===== config.mk =====
export PLATFORM = sky130hd
export DESIGN_NAME = maze_solver_bfs_param_flat
export DESIGN_NICKNAME = d
export VERILOG_FILES = /design/src/rtl/maze_solver_bfs_param_if.sv /design/src/rtl/maze_solver_bfs_param.sv /design/src/flat_wrapper.sv
export SDC_FILE = /design/constraint.sdc
export NUM_CORES = 2
export LEC_CHECK = 0
export CAP_MARGIN = 20
export CORE_ASPECT_RATIO = 0.7
export CORE_MARGIN = 2
export CORE_UTILIZATION = 50
export DETAILED_ROUTE_END_ITERATION = 7
export PLACE_DENSITY_LB_ADDON = 0.05
export SYNTH_ARGS = -nofsm -noshare
export SYNTH_HDL_FRONTEND = slang
export SYNTH_SLANG_ARGS = --single-unit

===== constraint.sdc =====
create_clock -name clk -period 21.6 [get_ports clk]
set_input_delay 6.48 -clock clk [delete_from_list [all_inputs] [get_ports clk]]
set_output_delay 6.48 -clock clk [all_outputs]
set_load 0.005 [all_outputs]

===== src/rtl/maze_solver_bfs_param_if.sv =====
// Maze solver bus: serial wall-map input and path/fail output.
interface maze_solver_bfs_param_if #(
  parameter int N = 15
);
  localparam int CW = $clog2(N);

  logic          in_valid;
  logic          maze;
  logic          fwd_order;
  logic          out_valid;
  logic          maze_not_valid;
  logic [CW-1:0] out_x;
  logic [CW-1:0] out_y;

  // Maze loader / path checker side
  modport master (
    output in_valid, maze, fwd_order,
    input  out_valid, maze_not_valid, out_x, out_y
  );

  // Solver side
  modport slave (
    input  in_valid, maze, fwd_order,
    output out_valid, maze_not_valid, out_x, out_y
  );
endinterface


===== src/rtl/maze_solver_bfs_param.sv =====
// Parameterised BFS maze solver: serial N x N wall load, BFS from (1,1) to
// (N-2,N-2) over a circular frontier FIFO with per-cell back-pointers, then
// path trace onto a stack and emission in either order (or a fail pulse).
module maze_solver_bfs_param #(
  parameter int N        = 15,
  parameter int QDEPTH   = 2*N,
  parameter int PATH_MAX = N*N/2+1
) (
  input  logic                      clk,
  input  logic                      rst_n,
  maze_solver_bfs_param_if.slave    bus
);
  localparam int CW    = $clog2(N);
  localparam int NC    = N*N;
  localparam int IW    = $clog2(NC);
  localparam int QW    = (QDEPTH > 1) ? $clog2(QDEPTH) : 1;
  localparam int QCW   = $clog2(QDEPTH+1);
  localparam int SW    = $clog2(PATH_MAX+1);
  localparam int S_IDX = N + 1;
  localparam int G_IDX = (N-2)*N + (N-2);
  localparam logic [CW-1:0] S_RC = CW'(1);
  localparam logic [CW-1:0] G_RC = CW'(N-2);

  typedef enum logic [2:0] {LOAD, CHECK, SEARCH, TRACE, EMIT, FAIL} state_t;
  typedef struct packed { logic [CW-1:0] r; logic [CW-1:0] c; } cell_t;

  // Back-pointer codes record the move that reached a cell:
  // 0 = right, 1 = up, 2 = left, 3 = down (same order as push priority).
  state_t state, state_n;

  logic [NC-1:0]  wall;
  logic [NC-1:0]  visited;
  logic [1:0]     bp   [NC];
  cell_t          fifo [QDEPTH];
  cell_t          stk  [PATH_MAX];

  logic [IW-1:0]  cnt;
  logic [QW-1:0]  head, tail;
  logic [QCW-1:0] fcnt;
  logic [SW-1:0]  sp, rd;
  cell_t          cur;
  logic           fwd_q;

  cell_t [3:0]    nb;
  logic  [3:0]    nb_in, nb_ok;
  logic           nb_found;
  logic  [1:0]    nb_dir;
  cell_t          nb_sel, par;
  logic  [1:0]    bp_cur;
  logic           at_goal, at_start, fifo_full, fifo_empty, trace_full;
  logic           end_wall, emit_last, push, pop;
  logic  [SW-1:0] emit_idx;

  function automatic logic [IW-1:0] idx(input cell_t p);
    return IW'(p.r) * IW'(N) + IW'(p.c);
  endfunction

  function automatic logic [QW-1:0] qinc(input logic [QW-1:0] p);
    return (p == QW'(QDEPTH-1)) ? '0 : p + 1'b1;
  endfunction

  // Neighbour coordinates of cur in push-priority order; range test done
  // separately so wrapped coordinates are never trusted.
  always_comb begin
    nb[0].r = cur.r;        nb[0].c = cur.c + 1'b1;
    nb[1].r = cur.r - 1'b1; nb[1].c = cur.c;
    nb[2].r = cur.r;        nb[2].c = cur.c - 1'b1;
    nb[3].r = cur.r + 1'b1; nb[3].c = cur.c;
    nb_in[0] = (cur.c != CW'(N-1));
    nb_in[1] = (cur.r != '0);
    nb_in[2] = (cur.c != '0);
    nb_in[3] = (cur.r != CW'(N-1));
  end

  for (genvar d = 0; d < 4; d++) begin : g_nb
    assign nb_ok[d] = nb_in[d] && !wall[idx(nb[d])] && !visited[idx(nb[d])];
  end

  // First eligible neighbour wins; parent of cur undoes its recorded move.
  always_comb begin
    nb_found = |nb_ok;
    nb_dir   = 2'd0;
    for (int d = 3; d >= 0; d--)
      if (nb_ok[d]) nb_dir = 2'(d);
    nb_sel = nb[nb_dir];
    bp_cur = bp[idx(cur)];
    par    = cur;
    case (bp_cur)
      2'd0:    par.c = cur.c - 1'b1;
      2'd1:    par.r = cur.r + 1'b1;
      2'd2:    par.c = cur.c + 1'b1;
      default: par.r = cur.r - 1'b1;
    endcase
  end

  assign at_goal    = (cur.r == G_RC) && (cur.c == G_RC);
  assign at_start   = (cur.r == S_RC) && (cur.c == S_RC);
  assign fifo_full  = (fcnt == QCW'(QDEPTH));
  assign fifo_empty = (fcnt == '0);
  assign trace_full = (sp == SW'(PATH_MAX));
  assign end_wall   = wall[S_IDX] | wall[G_IDX];
  assign emit_idx   = fwd_q ? sp - 1'b1 : rd;
  assign emit_last  = fwd_q ? (sp == SW'(1)) : (rd == sp - 1'b1);
  assign push       = (state == SEARCH) && !at_goal && nb_found && !fifo_full;
  assign pop        = (state == SEARCH) && !at_goal && !nb_found && !fifo_empty;

  // State register
  always_ff @(posedge clk) begin
    if (!rst_n) state <= LOAD;
    else        state <= state_n;
  end

  // Next-state logic
  always_comb begin
    state_n = state;
    case (state)
      LOAD:   if (bus.in_valid && cnt == IW'(NC-1)) state_n = CHECK;
      CHECK:  state_n = end_wall ? FAIL : SEARCH;
      SEARCH: begin
        if (at_goal)                      state_n = TRACE;
        else if (nb_found && fifo_full)   state_n = FAIL;
        else if (!nb_found && fifo_empty) state_n = FAIL;
      end
      TRACE: begin
        if (trace_full)    state_n = FAIL;
        else if (at_start) state_n = EMIT;
      end
      EMIT:   if (emit_last) state_n = LOAD;
      FAIL:   state_n = LOAD;
      default: state_n = LOAD;
    endcase
  end

  // Control/datapath registers and registered outputs
  always_ff @(posedge clk) begin
    if (!rst_n) begin
      cnt                <= '0;
      visited            <= '0;
      head               <= '0;
      tail               <= '0;
      fcnt               <= '0;
      sp                 <= '0;
      rd                 <= '0;
      cur                <= '0;
      fwd_q              <= 1'b0;
      bus.out_valid      <= 1'b0;
      bus.maze_not_valid <= 1'b0;
      bus.out_x          <= '0;
      bus.out_y          <= '0;
    end else begin
      bus.out_valid      <= 1'b0;
      bus.maze_not_valid <= 1'b0;
      bus.out_x          <= '0;
      bus.out_y          <= '0;
      case (state)
        LOAD: if (bus.in_valid) begin
          if (cnt == '0) fwd_q <= bus.fwd_order;
          cnt <= cnt + 1'b1;
        end
        CHECK: if (!end_wall) begin
          visited[S_IDX] <= 1'b1;
          cur.r          <= S_RC;
          cur.c          <= S_RC;
        end
        SEARCH: begin
          if (push) begin
            visited[idx(nb_sel)] <= 1'b1;
            tail                 <= qinc(tail);
            fcnt                 <= fcnt + 1'b1;
          end else if (pop) begin
            cur  <= fifo[head];
            head <= qinc(head);
            fcnt <= fcnt - 1'b1;
          end
        end
        TRACE: if (!trace_full) begin
          sp <= sp + 1'b1;
          if (!at_start) cur <= par;
        end
        EMIT: begin
          bus.out_valid <= 1'b1;
          bus.out_x     <= stk[emit_idx].c;
          bus.out_y     <= stk[emit_idx].r;
          if (fwd_q) sp <= sp - 1'b1;
          else       rd <= rd + 1'b1;
          if (emit_last) begin
            cnt     <= '0;
            visited <= '0;
            head    <= '0;
            tail    <= '0;
            fcnt    <= '0;
            sp      <= '0;
            rd      <= '0;
          end
        end
        FAIL: begin
          bus.out_valid      <= 1'b1;
          bus.maze_not_valid <= 1'b1;
          cnt                <= '0;
          visited            <= '0;
          head               <= '0;
          tail               <= '0;
          fcnt               <= '0;
          sp                 <= '0;
          rd                 <= '0;
        end
        default: ;
      endcase
    end
  end

  // Storage arrays: wall map, frontier FIFO, back-pointers, path stack
  always_ff @(posedge clk) begin
    if (state == LOAD && bus.in_valid) wall[cnt] <= bus.maze;
    if (push) begin
      fifo[tail]      <= nb_sel;
      bp[idx(nb_sel)] <= nb_dir;
    end
    if (state == TRACE && !trace_full) stk[sp] <= cur;
  end

endmodule


===== src/flat_wrapper.sv =====
// flat-port wrapper written by rule: the top's interface ports become plain ports
module maze_solver_bfs_param_flat 
#(
  parameter int N        = 15,
  parameter int QDEPTH   = 2*N,
  parameter int PATH_MAX = N*N/2+1
)
  (clk, rst_n, bus_in_valid, bus_maze, bus_fwd_order, bus_out_valid, bus_maze_not_valid, bus_out_x, bus_out_y);
  maze_solver_bfs_param_if #(.N(N)) bus_i ();
  input  logic clk;
  input  logic rst_n;
  input wire logic [$bits(bus_i.in_valid)-1:0] bus_in_valid;
  input wire logic [$bits(bus_i.maze)-1:0] bus_maze;
  input wire logic [$bits(bus_i.fwd_order)-1:0] bus_fwd_order;
  output wire logic [$bits(bus_i.out_valid)-1:0] bus_out_valid;
  output wire logic [$bits(bus_i.maze_not_valid)-1:0] bus_maze_not_valid;
  output wire logic [$bits(bus_i.out_x)-1:0] bus_out_x;
  output wire logic [$bits(bus_i.out_y)-1:0] bus_out_y;
  assign bus_i.in_valid = bus_in_valid;
  assign bus_i.maze = bus_maze;
  assign bus_i.fwd_order = bus_fwd_order;
  assign bus_out_valid = bus_i.out_valid;
  assign bus_maze_not_valid = bus_i.maze_not_valid;
  assign bus_out_x = bus_i.out_x;
  assign bus_out_y = bus_i.out_y;
  maze_solver_bfs_param #(.N(N), .QDEPTH(QDEPTH), .PATH_MAX(PATH_MAX)) u_core (.clk(clk), .rst_n(rst_n), .bus(bus_i));
endmodule

==> impl_metrics.tcl <==
set metrics [dict create \
    setup_viol 0 \
    synth_area_leader_cell "edfxtp_1" \
    synthDistinctLibCells 90 \
    hp-class "flop to flop" \
    hold_start "u_core.visited[17]" \
    grt_max_degree 157 \
    avgSynthCellArea_um2 12.8 \
    area_growth_pct 9.94 \
    io_buffers 14 \
    syn-num-nets 7471 \
    core.rowCount 132 \
    grt_pass1_wl_um 412000 \
    crit_type "flop to flop" \
    crit_path_start_kind "flop" \
    tns_ns 0 \
    routed_wl_um 283000 \
    cpLargestDelayFamily "adder cells" \
    slew_headroom_pct 18.6 \
    crit_top_cell "inv_1" \
    endpoint_kind "flop" \
    overflow 0 \
    ys_seq_elements 2108 \
    drc 0 \
    route.vias.total 62840 \
    critical_path.reg2reg.startpoint "u_core.cur[5]" \
    synthesis.area_um2 93600 \
    final_antenna_net_count 0 \
    grt_pass1_vias 58515 \
    synth_cells 7338 \
    cts_setup_buffers 0 \
    cts_hold_buf 0 \
    synth_top_area_share_pct 58.4 \
    drtIter0Drc 9344 \
    holdPathStages 2 \
    initial_core_util_pct 50.5 \
    placed_cells 9437 \
    clk-insertion-delay-late_ns 0.86 \
    setup.worst_path.start "u_core.cur[5]" \
    cts.sinks 2108 \
    dieHeight_um 366 \
    whs_ns 0.466 \
    max_stage_delay_ns 0.82 \
    synth.most_common_cell "edfxtp_1" \
    min_period_ns 13.73 \
    tightest_slew_ns 1.19 \
    grt_antenna_before_repair 4 \
    final_cell_count_no_fill 9812 \
    irDropWorstVdd_uv 74.9 \
    hpwlAfterDp_um 170000 \
    fin_worst_skew_ns 0.0471 \
    cts_resized 0 \
    crit_arrival_ns 14.25 \
    maxCapViolations 0 \
    final_area_um2 103000 \
    routabilityCongestion 0.953 \
    cp.depth 36 \
    cpMaxStageDelayCell "fa_4" \
    synthTopCellsByArea "edfxtp_1 (58%), mux4_2 (8.2%), dfxtp_1 (6.2%)" \
    core_area_um2 185000 \
    clockBufferDepth 4 \
    crit_required_ns 22.12 \
    timing.fmax_mhz 72.8 \
    die_area_um2 191000 \
    post_drt_via_cell_ratio 6.40 \
    rsz0062_at_grt "false" \
    clkTransAtPathRegs_ns 0.06 \
    h-tree-depth 4 \
    powerDensity_nw_per_um2 81.2 \
    synth-edff-count 1819 \
    crit_buf_inv 7 \
    async_flop_share_pct 0 \
    final_layout_size_suffix_gt1_share_pct 12.1 \
    yosysWarnings 0 \
    cts-root-buf "clkbuf_16" \
    postPlaceCellArea_um2 96300 \
    numCtsBuffers 207 \
    ys_seq_area_share_pct 64.5 \
    nets 7306 \
    wl_per_cell_um 28.8 \
    die_w_um 521 \
    final-hold-violation-count 0 \
    ios 15 \
    period_share_pct 63.6 \
    reg2reg_depth 36 \
    cts_tree "built" \
    synthFlopType "edfxtp_1" \
    grt_use_total_pct 29.1 \
    status "complete, no violations" \
    p_leak_uw 0.0336 \
    dr.pass1.iters 6 \
    crit_fanout 60 \
    drv_slew 0 \
    synthTopCellsByCount "edfxtp_1 (1819), nand2_1 (1109), nor2_1 (1087), clkbuf_1 (373), mux4_2 (341)" \
]
-- cells by family after synthesis --
group	count (synthesis)	share of synthesized area [%]
buf+inv	609	2.71
compound gates	997	7.30
flops	2108	64.5
simple gates	2977	13.5
fa+ha+maj	128	1.94
mux	438	9.27
xor+xnor	81	0.774
-- worst min-delay path, stage by stage (launching register included) --
cell and delay [ns]:
dfxtp_1 0.32, a31oi_1 0.04, nor2_1 0.07
-- path summary, 6_finish.rpt --
| check | slack, ns | endpoint |
|---|---|---|
| setup / recovery | 7.87 | u_core.bp[124][0] |
| hold reg to reg | 0.47 | u_core.visited[17] |
| setup reg to reg | 7.87 | u_core.bp[124][0] |
| hold / removal | 0.47 | u_core.visited[17] |
-- metrics by stage --
stage                     util, %  power, µW  setup WS [ns]
final                        55.5       8350           7.87
after global routing         55.5       8570           7.18
after CTS                    55.4       8390           7.78
after detailed placement     51.9       4830           7.69
after global placement       51.9       4830           7.89
after floorplan                 -       4670           4.06
-- power breakdown --
part / internal, µW / total (µW) / switching, µW / leakage, µW
Combinational: 91.3 / 378 / 287 / 0.0129
Sequential: 4370 / 4370 / 0.625 / 0.0176
Clock: 2030 / 3600 / 1570 / 0.00317
Total: 6490 / 8350 / 1860 / 0.0336
-- placed cells by master (no fill, tap or decap), drive strengths merged, types with 143 or more instances in the layout --
master  Yosys  final
dfxtp     289    289
edfxtp   1819   1819
mux4      341    341
a31oi     262    262
clkbuf    374    257
a311oi    203    203
nor3      201    201
nor2     1090   1090
buf       156    143
nand3     291    291
nand2    1109   1109
a21oi     240    240
-- sequential cells by signal (all words and copies together), names as in the netlist, 4 cells and up, named ones only --
register,cells
u_core.bp,450
u_core.bus.out_x,4
u_core.bus.out_y,4
u_core.cnt,8
u_core.cur,8
u_core.fcnt,5
u_core.fifo,240
u_core.head,5
u_core.rd,7
u_core.sp,7
u_core.stk,904
u_core.tail,5
u_core.visited,225
u_core.wall,225
-- layout make-up --
cell class | instances | area, µm²
multi-input combinational | 4621 | 31100
clock inverter | 111 | 1100
tap | 2479 | 3100
sequential | 2108 | 60400
clock buffer | 257 | 5450
antenna | 1 | 2.50
inverter | 79 | 302
timing repair buffer | 156 | 1360
fill | 15178 | 82600
-- layer usage --
layer  GRT usage (%)  wire length [µm]
met5               0                 0
met3            6.73             31600
met4            6.72              6670
met2            38.9            116000
met1            47.6            129000
Power figures use the tool's default switching activity.
